### src/rtl/MD_pkg.sv
// MD_pkg -- shared constants and types for the MD position-packet datapath.
//
// Contents:
//   POS_PKT_STRUCT_WIDTH   width of one position packet on the ring
//   DISPATCH_FIFO_DEPTH    default buffer depth of the PE dispatcher
//   DISPATCH_BP_THRESHOLD  default occupancy at which the dispatcher throttles the ring
//   pos_pkt_t              field view of a position packet
//   ptr_width()            pointer width helper that stays legal for a count of one
package MD_pkg;

  localparam int POS_PKT_STRUCT_WIDTH  = 64;
  localparam int DISPATCH_FIFO_DEPTH   = 16;
  localparam int DISPATCH_BP_THRESHOLD = 12;

  typedef struct packed {
    logic [7:0]  particle_id;
    logic [7:0]  cell_id;
    logic [15:0] pos_x;
    logic [15:0] pos_y;
    logic [15:0] pos_z;
  } pos_pkt_t;

  // $clog2(1) is 0, which would give a zero-width vector.
  function automatic int ptr_width(input int n);
    return (n > 1) ? $clog2(n) : 1;
  endfunction

endpackage

### src/rtl/pos_dispatch_fifo.sv
// pos_dispatch_fifo -- synchronous first-word-fall-through FIFO with count.
//
// Ports:
//   clk         sole clock, rising edge
//   rst         synchronous active-high reset (pointers and count only)
//   push        write wr_data this cycle (caller guarantees space or a same-cycle pop)
//   wr_data     packet to store
//   pop         retire the head this cycle (caller guarantees non-empty)
//   rd_data     current head, valid whenever count is non-zero
//   count       registered occupancy
//   count_next  occupancy after this cycle's push/pop
module pos_dispatch_fifo #(
  parameter int DEPTH = 16,
  parameter int WIDTH = 64
) (
  input  logic                     clk,
  input  logic                     rst,
  input  logic                     push,
  input  logic [WIDTH-1:0]         wr_data,
  input  logic                     pop,
  output logic [WIDTH-1:0]         rd_data,
  output logic [$clog2(DEPTH):0]   count,
  output logic [$clog2(DEPTH):0]   count_next
);

  localparam int AW = $clog2(DEPTH);

  logic [WIDTH-1:0] mem [DEPTH];
  logic [AW-1:0]    wr_ptr;
  logic [AW-1:0]    rd_ptr;

  // Storage is not reset; stale contents are never presented because the
  // count gates validity downstream.
  always_ff @(posedge clk) begin
    if (push) mem[wr_ptr] <= wr_data;
  end

  assign rd_data = mem[rd_ptr];

  // Pointers are exactly AW bits wide so they wrap modulo DEPTH for free;
  // full vs. empty is told apart by the count, not by pointer equality.
  always_comb begin
    count_next = count;
    case ({push, pop})
      2'b10:   count_next = count + 1'b1;
      2'b01:   count_next = count - 1'b1;
      default: count_next = count;
    endcase
  end

  always_ff @(posedge clk) begin
    if (rst) begin
      wr_ptr <= '0;
      rd_ptr <= '0;
      count  <= '0;
    end else begin
      if (push) wr_ptr <= wr_ptr + 1'b1;
      if (pop)  rd_ptr <= rd_ptr + 1'b1;
      count <= count_next;
    end
  end

endmodule

### src/rtl/pos_pkt_dispatcher.sv
// pos_pkt_dispatcher -- buffers position packets from the ring and hands them
// out round-robin to the force-PE lanes.
//
// Ports:
//   clk              sole clock, rising edge
//   rst              synchronous active-high reset
//   i_pos_pkt        packet from the input ring node
//   i_pos_pkt_valid  i_pos_pkt valid this cycle (no ready; throttled by o_back_pressure)
//   o_back_pressure  registered throttle back to the ring node
//   o_pe_pkt         head packet, broadcast to every PE
//   o_pe_valid       one-hot valid naming the PE that owns the head
//   i_pe_ready       per-PE ready; only the targeted PE's bit matters
//   o_occupancy      registered FIFO count
//   o_overflow       sticky: a packet arrived at a full FIFO and was dropped
module pos_pkt_dispatcher
  import MD_pkg::*;
#(
  parameter int FIFO_DEPTH   = DISPATCH_FIFO_DEPTH,
  parameter int BP_THRESHOLD = DISPATCH_BP_THRESHOLD,
  parameter int NUM_PE       = 2
) (
  input  logic                            clk,
  input  logic                            rst,
  input  logic [POS_PKT_STRUCT_WIDTH-1:0] i_pos_pkt,
  input  logic                            i_pos_pkt_valid,
  output logic                            o_back_pressure,
  output logic [POS_PKT_STRUCT_WIDTH-1:0] o_pe_pkt,
  output logic [NUM_PE-1:0]               o_pe_valid,
  input  logic [NUM_PE-1:0]               i_pe_ready,
  output logic [$clog2(FIFO_DEPTH):0]     o_occupancy,
  output logic                            o_overflow
);

  localparam int CNT_W = $clog2(FIFO_DEPTH) + 1;
  localparam int RR_W  = ptr_width(NUM_PE);

  logic [CNT_W-1:0] count;
  logic [CNT_W-1:0] count_next;
  logic             empty;
  logic             full;
  logic             push;
  logic             pop;
  logic [RR_W-1:0]  rr_ptr;

  assign empty = (count == '0);
  assign full  = (count == CNT_W'(FIFO_DEPTH));

  // A transfer needs the targeted PE ready; other ready bits are ignored so
  // the head never skips a busy lane. A same-cycle pop frees a slot, which
  // lets a push into a full FIFO still be accepted.
  assign pop  = !rst && !empty && i_pe_ready[rr_ptr];
  assign push = !rst && i_pos_pkt_valid && (!full || pop);

  pos_dispatch_fifo #(
    .DEPTH (FIFO_DEPTH),
    .WIDTH (POS_PKT_STRUCT_WIDTH)
  ) u_fifo (
    .clk        (clk),
    .rst        (rst),
    .push       (push),
    .wr_data    (i_pos_pkt),
    .pop        (pop),
    .rd_data    (o_pe_pkt),
    .count      (count),
    .count_next (count_next)
  );

  assign o_occupancy = count;

  // Valid is forced low during reset so no transfer can be seen while the
  // buffer is being discarded.
  always_comb begin
    o_pe_valid = '0;
    if (!rst && !empty) o_pe_valid[rr_ptr] = 1'b1;
  end

  // Back-pressure looks at next-cycle occupancy so the ring sees the throttle
  // one cycle earlier, leaving FIFO_DEPTH-BP_THRESHOLD slots for packets
  // already in flight.
  always_ff @(posedge clk) begin
    if (rst) begin
      rr_ptr          <= '0;
      o_back_pressure <= 1'b0;
      o_overflow      <= 1'b0;
    end else begin
      if (pop) begin
        rr_ptr <= (rr_ptr == RR_W'(NUM_PE - 1)) ? '0 : rr_ptr + 1'b1;
      end
      o_back_pressure <= (count_next >= CNT_W'(BP_THRESHOLD));
      if (i_pos_pkt_valid && !push) o_overflow <= 1'b1;
    end
  end

endmodule
### config.mk
export PLATFORM = sky130hd
export DESIGN_NAME = pos_pkt_dispatcher
export DESIGN_NICKNAME = d
export VERILOG_FILES = /design/src/rtl/MD_pkg.sv /design/src/rtl/pos_dispatch_fifo.sv /design/src/rtl/pos_pkt_dispatcher.sv
export SDC_FILE = /design/constraint.sdc
export NUM_CORES = 1
export LEC_CHECK = 0
export ABC_CLOCK_PERIOD_IN_PS = 4100
export CORE_UTILIZATION = 60
export CTS_CLUSTER_SIZE = 25
export DETAILED_ROUTE_END_ITERATION = 6
export PLACE_DENSITY = 0.8
export SLEW_MARGIN = 20
export SYNTH_ARGS = -nofsm -noshare
export SYNTH_HDL_FRONTEND = slang
export SYNTH_HIERARCHICAL = 1
export SYNTH_SLANG_ARGS = --single-unit
### constraint.sdc
create_clock -name clk -period 4.1 [get_ports clk]
set_input_delay 0.82 -clock clk [delete_from_list [all_inputs] [get_ports clk]]
set_output_delay 0.82 -clock clk [all_outputs]
set_load 0.03 [all_outputs]
==> flow_metrics.tcl, run 1 <==
set metrics [dict create \
    ys_top_cells_by_area "edfxtp_1, mux4_2, a22oi_1" \
    synth.avg_cell_area_um2 23.26 \
    syn_nets 1769 \
    synth_cell_type_count 36 \
    swShare 0.2212 \
    dp_slack_ns 0.1897 \
    setup_viol 0 \
    insertion_delay_ns 0.67 \
    relSlewSlack 0.5616 \
    min_path_type "reg -> reg" \
    area_delta_synth_final_pct 16.63 \
    fmax_mhz 248.5 \
    core_region_area_um2 64580 \
    slowest_delay_ns 0.68 \
    io_buffers 141 \
    syn-instance-count 1692 \
    nNetsFinal 1999 \
    fin_skew_ns 0.03304 \
    grt_pass1_vias 20280 \
    vias_per_cell 6.749 \
    crit_type "reg -> out" \
    synth_ff_type "edfxtp_1" \
    startpoint_type "flip-flop" \
    drc 0 \
    overflow 0 \
    yosysSeqAreaShare 0.7916 \
    power_density_nw_per_um2 508.3 \
    cts_made_buffers 99 \
    hpwl_mm 45.57 \
    cts_tree "yes" \
    netlist_area_um2 39350 \
    die_h_um 258.1 \
    nFillCells 3500 \
    peakVddDrop_v 0.0004208 \
    cp_cell_sequence "buf_16, mux4_2, a22oi_1, nand2_1, clkdlybuf4s50_1" \
    grt_antenna_before_repair 8 \
    slowest_stage "dfxtp_4" \
    r2r-end "u_fifo/count[4]$_SDFF_PP0_" \
    synthArstFlopShare 0 \
    r2r_setup_slack_ns 0.84 \
    final_area_um2 45900 \
    placed_area_um2 42490 \
    period_share 0.9816 \
    reg2reg_depth 11 \
    num_io_pins 142 \
    ant_nets 0 \
    root_buffer "clkbuf_16" \
    cts_hold_buf 0 \
    internal_power_w 0.01817 \
    arrival_ns 3.20 \
    min_path_cells 2 \
    grt_pass1_wl_mm 132.4 \
    clkSinkCount 1044 \
    cap_violations 0 \
    critPathMaxFanout 53 \
    tightest_slew_ns 0.6562 \
    drtIter0Drc 2386 \
    die_w_um 258.1 \
    power_frac_comb 0.099 \
    grt.total_usage 0.2798 \
    path_clk_slew_ns 0.06 \
    first_pass_iters 6 \
    htree_levels 3 \
    grt_max_degree 60 \
    cp.required_ns 3.28 \
    critPathCaptureType "output port" \
    crit_family "buffers and inverters" \
    gp_congestion 0.7578 \
    ys_warn_count 6 \
    switchingPower_w 0.005161 \
    ys_ff_latch 1044 \
    finalHoldViolCount 0 \
    start_util 0.6094 \
    dr_total_vias 19290 \
    drt-total-wl_mm 92.71 \
    die_area_um2 66620 \
    p_clk_frac 0.393 \
    synth_edf_count 1024 \
    period_needed_ns 4.025 \
    timing.rr.start "u_fifo/count[2]$_SDFF_PP0_" \
    rsz0062_at_grt "no" \
    clk_path_buf_depth 3 \
    status "complete, no violations" \
    yosysMostFrequentCell "edfxtp_1" \
    post-route-util 0.7107 \
    routedWlPerCell_um 32.43 \
    rows 93 \
    synth_top_cell_area_share 0.7814 \
    yosysTopAreaCell "edfxtp_1" \
    hp-start "u_fifo/rd_ptr[1]$_SDFFE_PP0P_" \
    setup_ws_ns 0.07525 \
    power_frac_seq 0.508 \
    path_buf_inv 2 \
    leakage_nw 14.28 \
    synth_common_cells "edfxtp_1, mux4_2, a22oi_1" \
    slew_violations 0 \
    drive_gt1_frac 0.2512 \
]
## cell type report
| class | count | area, µm² | share of cell area |
|---|---|---|---|
| timing repair buffer | 218 | 2636 | 0.05744 |
| clock inverter | 65 | 629.4 | 0.01371 |
| clock buffer | 116 | 2605 | 0.05676 |
| tap | 855 | 1070 | 0.02331 |
| inverter | 6 | 22.52 | 0.0004907 |
| multi-input combinational | 553 | 7770 | 0.1693 |
| sequential | 1044 | 31160 | 0.6789 |
| antenna | 2 | 5.005 | 0.0001090 |
## worst register-to-register path, stage by stage (launching register included)
cell and delay, ns:
dfxtp_1 0.42, nor4_4 0.42, nand3_1 0.12, and3_1 0.21, inv_1 0.15, ha_1 0.35
xor2_1 0.20, ha_1 0.24, and4b_1 0.20, a21oi_1 0.05, o32ai_1 0.42, mux2_2 0.39
## sequential cells by signal, indices dropped and copies added, names as in the netlist, named ones only
signal,flops
o_back_pressure,1
o_overflow,1
rr_ptr,1
u_fifo/count,5
u_fifo/mem,1024
u_fifo/rd_ptr,4
u_fifo/wr_ptr,4
## worst max path at each step
stage	from	endpoint	slack [ns]	cells past startpoint
finish	flip-flop	o_pe_pkt[3]	0.08	5
detailed placement	i_pe_ready[0]	u_fifo/count[4]$_SDFF_PP0_	0.19	12
global route	flip-flop	o_pe_pkt[35]	0.002	5
floorplan	rst	u_fifo/mem[10][0]$_DFFE_PP_	0.32	7
global placement	i_pe_ready[0]	u_fifo/count[4]$_SDFF_PP0_	0.36	12
CTS	flip-flop	o_pe_pkt[10]	-0.06	5
## power groups by stage
stage          combinational [W]  clock, W  sequential [W]
2_1_floorplan            0.00150         0          0.0121
3_3_place_gp             0.00215         0          0.0121
3_5_place_dp             0.00220         0          0.0121
4_1_cts                  0.00223   0.00925          0.0119
5_1_grt                  0.00245   0.00964          0.0119
6_report                 0.00231   0.00916          0.0119
## per-layer routing
layer	vias up	track usage	wire length (µm)
met5	-	0	75
met4	12	0.1096	2994
met3	226	0.05595	9303
met2	1270	0.4606	46930
met1	10100	0.3737	33410
li1	7690	-	-
## stage by stage
| stage | std cells | power, W | setup TNS (ns) | hold WS [ns] |
|---|---|---|---|---|
| 2_1_floorplan | 1692 | 0.01358 | 0 | 0.4847 |
| 3_3_place_gp | 2669 | 0.01424 | 0 | 0.4724 |
| 3_5_place_dp | 2669 | 0.01429 | 0 | 0.5365 |
| 4_1_cts | 2850 | 0.02335 | -0.2166 | 0.5516 |
| 5_1_grt | 2859 | 0.02395 | 0 | 0.5853 |
| 6_report | 2859 | 0.02333 | 0 | 0.5539 |
## cells in the final DEF (no fill, tap or decap), types with 8 or more instances in the layout
master,netlist,routed
bufinv_16,0,11
clkinv_1,0,25
a22oi_1,128,128
nor2_1,18,17
clkdlybuf4s50_1,0,139
mux4_2,256,256
nand2_1,68,68
ha_1,8,8
dfxtp_1,20,18
clkbuf_1,45,14
buf_4,6,28
buf_12,0,41
clkbuf_16,0,105
clkinv_2,0,20
and2_4,0,17
edfxtp_1,1024,1024
## timing repair
| action | 4_1_cts | 5_1_grt |
|---|---|---|
| gates resized for setup | 3 | 4 |
| setup endpoints to repair | 12 | 38 |
| setup buffers | 0 | 4 |
| cloned | 0 | 3 |
## cells by family (layout without fill, tap and decap cells)
| kind of cell | count (synthesis) | in the layout | synth area share |
|---|---|---|---|
| flops | 1044 | 1044 | 0.7916 |
| mux | 264 | 264 | 0.1487 |
| compound gates | 138 | 138 | 0.02607 |
| simple gates | 131 | 131 | 0.01583 |
| buf+inv | 95 | 405 | 0.01265 |
| xor+xnor | 12 | 12 | 0.002671 |
| fa+ha+maj | 8 | 8 | 0.002544 |
| other cells | 0 | 2 | 0 |
Power figures use the tool's default switching activity.
==> run 2: changes to the inputs <==
- SLEW_MARGIN: 20 -> 15
==> results of run 2 <==
Final layout, timing and power as in run 1 (identical DEF).
